$ cat src/rtl/seq_run_ctrl.sv
`timescale 1ns/1ps
// Sequenced run controller for the 3-bit generator family: steps Q through the
// selected sequence a bounded number of times, with pause, abort and done pulse.
module seq_run_ctrl #(
    parameter int STEP_W = 8
) (
    input  logic              clk,
    input  logic              reset,
    input  logic              start,
    input  logic              stop,
    input  logic              pause,
    input  logic [1:0]        mode,
    input  logic [STEP_W-1:0] steps,
    output logic [2:0]        Q,
    output logic              busy,
    output logic              done,
    output logic              wrap,
    output logic [1:0]        state
);

    typedef enum logic [1:0] {
        S_IDLE  = 2'b00,
        S_RUN   = 2'b01,
        S_PAUSE = 2'b10,
        S_DONE  = 2'b11
    } state_t;

    state_t            r_state, w_state_nxt;
    logic [2:0]        r_q, w_q_nxt, w_adv;
    logic              r_wrap, w_wrap_nxt;
    logic [1:0]        r_mode, w_mode_nxt;
    logic [STEP_W-1:0] r_left, w_left_nxt;
    logic              w_last;

    // Successor of q in the sequence for mode m; values off the sequence fall back to 000.
    function automatic logic [2:0] f_next(input logic [1:0] m, input logic [2:0] q);
        logic [2:0] r;
        r = 3'd0;
        case (m)
            2'd0: begin
                case (q)
                    3'd0: r = 3'd1;
                    3'd1: r = 3'd3;
                    3'd3: r = 3'd5;
                    3'd5: r = 3'd7;
                    default: r = 3'd0;
                endcase
            end
            2'd1: r = q + 3'd1;
            2'd2: begin
                case (q)
                    3'd0: r = 3'd1;
                    3'd1: r = 3'd3;
                    3'd3: r = 3'd2;
                    3'd2: r = 3'd6;
                    3'd6: r = 3'd7;
                    3'd7: r = 3'd5;
                    3'd5: r = 3'd4;
                    default: r = 3'd0;
                endcase
            end
            default: begin
                case (q)
                    3'd0: r = 3'd1;
                    3'd1: r = 3'd3;
                    3'd3: r = 3'd7;
                    3'd7: r = 3'd6;
                    3'd6: r = 3'd4;
                    default: r = 3'd0;
                endcase
            end
        endcase
        return r;
    endfunction

    assign w_adv  = f_next(r_mode, r_q);
    assign w_last = (r_left == STEP_W'(1)) || (r_left == '0);

    always_comb begin
        w_state_nxt = r_state;
        w_q_nxt     = r_q;
        w_wrap_nxt  = 1'b0;
        w_mode_nxt  = r_mode;
        w_left_nxt  = r_left;
        case (r_state)
            S_IDLE: begin
                if (start) begin
                    w_mode_nxt  = mode;
                    w_left_nxt  = steps;
                    w_q_nxt     = 3'd0;
                    w_state_nxt = (steps == '0) ? S_DONE : S_RUN;
                end
            end
            S_RUN: begin
                if (stop) begin
                    w_state_nxt = S_IDLE;
                end else if (pause) begin
                    w_state_nxt = S_PAUSE;
                end else begin
                    w_q_nxt    = w_adv;
                    w_wrap_nxt = (w_adv == 3'd0) && (r_q != 3'd0);
                    if (r_left != '0) begin
                        w_left_nxt = r_left - STEP_W'(1);
                    end
                    if (w_last) begin
                        w_state_nxt = S_DONE;
                    end
                end
            end
            // Resume edge only returns to RUN; the next advance happens one edge later.
            S_PAUSE: begin
                if (stop) begin
                    w_state_nxt = S_IDLE;
                end else if (!pause) begin
                    w_state_nxt = S_RUN;
                end
            end
            S_DONE:  w_state_nxt = S_IDLE;
            default: w_state_nxt = S_IDLE;
        endcase
    end

    always_ff @(posedge clk) begin
        if (reset) begin
            r_state <= S_IDLE;
            r_q     <= 3'd0;
            r_wrap  <= 1'b0;
            r_mode  <= 2'd0;
            r_left  <= '0;
        end else begin
            r_state <= w_state_nxt;
            r_q     <= w_q_nxt;
            r_wrap  <= w_wrap_nxt;
            r_mode  <= w_mode_nxt;
            r_left  <= w_left_nxt;
        end
    end

    assign Q     = r_q;
    assign state = r_state;
    assign busy  = (r_state == S_RUN) || (r_state == S_PAUSE);
    assign done  = (r_state == S_DONE);
    assign wrap  = r_wrap;

endmodule

$ cat config.mk
export PLATFORM = sky130hd
export DESIGN_NAME = seq_run_ctrl
export DESIGN_NICKNAME = d
export VERILOG_FILES = /design/src/rtl/seq_run_ctrl.sv
export SDC_FILE = /design/constraint.sdc
export NUM_CORES = 1
export LEC_CHECK = 0
export CORE_MARGIN = 2
export CORE_UTILIZATION = 50
export DETAILED_ROUTE_END_ITERATION = 12
export GPL_ROUTABILITY_DRIVEN = 0
export GPL_TIMING_DRIVEN = 0
export MAX_ROUTING_LAYER = met4
export PLACE_DENSITY = 0.79
export SYNTH_ARGS = -nofsm -noshare
export SYNTH_HDL_FRONTEND = slang
export SYNTH_SLANG_ARGS = --single-unit
$ cat constraint.sdc
create_clock -name clk -period 2.2 [get_ports clk]
set_input_delay 0.22 -clock clk [delete_from_list [all_inputs] [get_ports clk]]
set_output_delay 0.22 -clock clk [all_outputs]
set_load 0.01 [all_outputs]
==> impl_metrics.py, run 1 <==
metrics = {
    "clock_tree": {
        "clk_latency_ps": 290,
        "cts_max_level": 1,
        "cts_root_buf": "clkbuf_4",
        "cts_tree": "done",
        "post_cts_buffers": 0,
        "cts_hold_buf": 0,
        "clk_pin_slew_ps": 100,
        "cts-buffers-inserted": 3,
        "cts_resized": 0,
        "clk_path_buf_depth": 2,
        "cts.sinks": 16,
    },
    "worst_setup_path": {
        "cp-end-kind": "register",
        "crit_type": "reg -> reg",
        "r2r_cells": 7,
        "cpPeakStageDelay_ps": 430,
        "cp-start-kind": "register",
        "cp_max_fo": 10,
        "worstPathArrival_ps": 2240,
        "cp_slowest_cell": "or3b_4",
        "path_cells": "inv_1 -> ha_1 -> or3b_4 -> a21o_1 -> buf_6 -> o311ai_1 -> o31ai_1",
        "cp.required_ps": 2360,
    },
    "global_routing": {
        "grt_max_degree": 11,
        "grt_pass1_wl_um": 5270,
        "grt_pass1_vias": 1222,
        "grt_overflow": 0,
        "grt_usage": 0.246,
        "antenna_found_initial": 0,
    },
    "sta": {
        "period_needed_ps": 2080,
        "setup_viol": 0,
        "rsz0062_at_grt": "false",
        "setup_tns_ps": 0,
        "tightest_slew_ps": 540,
        "relSlewSlack": 0.637,
        "max_freq_mhz": 481,
        "fin_crit_sh": 0.946,
        "drv_slew": 0,
        "setup_ws_ps": 120,
        "finalHoldViolCount": 0,
        "worst_clock_skew_ps": 5.00,
    },
    "yosys": {
        "synth_area_per_cell_um2": 8.13,
        "synth_edf_count": 0,
        "syn_area_mm2": 0.00128,
        "ys_ff_latch": 16,
        "async_reset_ff_frac": 0,
        "synth_cell_types": 49,
        "syn-num-nets": 185,
        "ys_warn_count": 0,
        "syn_inst": 158,
        "synth_flop_cell": "dfxtp_1",
        "yosysSeqAreaShare": 0.249,
    },
    "pwr": {
        "p_leak_nw": 0.587,
        "power_density_mw_per_mm2": 1110,
        "vdd_drop_max_uv": 712,
    },
    "routing": {
        "drc_errors": 0,
        "drtIter0Drc": 49,
        "wl_per_cell_um": 15.0,
        "avgViaCountPerCell": 6.26,
        "vias": 1339,
        "drtPass1Iterations": 4,
        "antenna_left": 0,
        "wirelength_um": 3200,
    },
    "layout": {
        "layout_commonest_cell": "clkdlybuf4s50_1",
        "final_cell_mix": "clkdlybuf4s50_1, dfxtp_1, a21oi_1",
        "fillers": 213,
        "layout-drive-gt1-share": 0.0870,
        "area_delta_synth_final_pct": 23.1,
        "antenna_cells": 0,
        "nets": 212,
    },
    "flow_run": {
        "max-cap-violations": 0,
    },
    "worst_hold_path": {
        "holdPathStages": 3,
        "min_path_type": "in -> reg",
    },
    "place": {
        "place_hpwl_um": 2380,
        "dpl_worst_slack_ps": 135,
        "port_buffers": 22,
    },
    "floorplan": {
        "die_area_mm2": 0.00299,
        "start_util": 0.523,
        "die_w_um": 54.7,
        "rows": 18,
        "die_h_um": 54.7,
        "fp.coreArea_mm2": 0.00245,
        "num_io_pins": 23,
    },
    "status": {
        "outcome": "finished clean",
    },
}
## synth_stat cells, drive strengths merged, types with 2 or more instances
cell / instances / area share
dfxtp: 16 / 0.25
a21oi: 14 / 0.055
ha: 12 / 0.12
nand2: 12 / 0.035
nor2: 12 / 0.035
inv: 11 / 0.032
o31ai: 7 / 0.041
nor2b: 6 / 0.029
clkbuf: 5 / 0.015
nor3: 5 / 0.019
nor4: 4 / 0.024
o311ai: 4 / 0.027
a211oi: 3 / 0.018
nand2b: 3 / 0.015
nand3: 3 / 0.012
or3b: 3 / 0.022
a2111oi: 2 / 0.018
a211o: 2 / 0.014
a21boi: 2 / 0.012
a32o: 2 / 0.016
a32oi: 2 / 0.014
and3: 2 / 0.0097
buf: 2 / 0.013
mux2: 2 / 0.018
nor3b: 2 / 0.016
or3: 2 / 0.0097
## worst max-delay path: cells and delay by family (launching register included)
| kind | cells | cell delay, ps |
|---|---|---|
| compound gates | 3 | 670 |
| fa+ha+maj | 1 | 220 |
| buf+inv | 2 | 270 |
| flops | 1 | 350 |
| simple gates | 1 | 430 |
## where the power goes
group / internal (mW) / switching (mW)
clock: 0.101 / 0.0992
combinational: 0.453 / 0.608
sequential: 0.381 / 0.112
total: 0.935 / 0.819
## registers in the layout, indices dropped and copies added, names as in the netlist
signal,cells
r_left,8
Q,3
r_mode,2
state,2
wrap,1
## area by class of cell
class                      instances  area [um^2]  area share
multi-input combinational        124          888       0.562
sequential                        16          322       0.203
clock buffer                       4         36.3      0.0229
inverter                          11         41.3      0.0261
timing repair buffer              22          220       0.139
tap                               30         37.5      0.0237
buffer                             7         36.3      0.0229
## routing by layer
| layer | track usage | part of all wire |
|---|---|---|
| met1 | 0.290 | 0.43 |
| met4 | 0.0875 | 0.012 |
| met5 | - | 0 |
| met2 | 0.435 | 0.51 |
| met3 | 0.0164 | 0.050 |
## cell families after synthesis
kind of cell / share of synthesized area
compound gates: 0.279
fa+ha+maj: 0.117
buf+inv: 0.0594
flops: 0.249
mux: 0.0253
simple gates: 0.270
## worst paths after layout
path / start / end / slack [ps]
min reg2reg: r_left[7] / r_left[7] / 500
max reg2reg: state[1] / r_left[6] / 120
min: mode[1] / r_mode[1] / 480
max: state[1] / r_left[6] / 120
## stage by stage
step                       util  cell area, um^2  instances  hold WS (ps)  total power [mW]
after global placement    0.628             1540        210           485              1.50
after global routing      0.644             1580        214           511              1.89
final                     0.644             1580        214           481              1.75
after CTS                 0.643             1580        214           482              1.73
after floorplan               -             1280        158           323              1.24
after detailed placement  0.628             1540        210           480              1.53
Power figures use the tool's default switching activity.
==> run 2: changes to the inputs <==
CTS_CLUSTER_SIZE = 16   (was not set)
GPL_ROUTABILITY_DRIVEN = not set   (was 0)
==> results of run 2 <==
No change in the layout: final DEF, timing and power equal those of run 1.
==> run 3: changes to the inputs <==
SLEW_MARGIN = 10   (was not set)
==> results of run 3 <==
No change in the layout: final DEF, timing and power equal those of run 1.
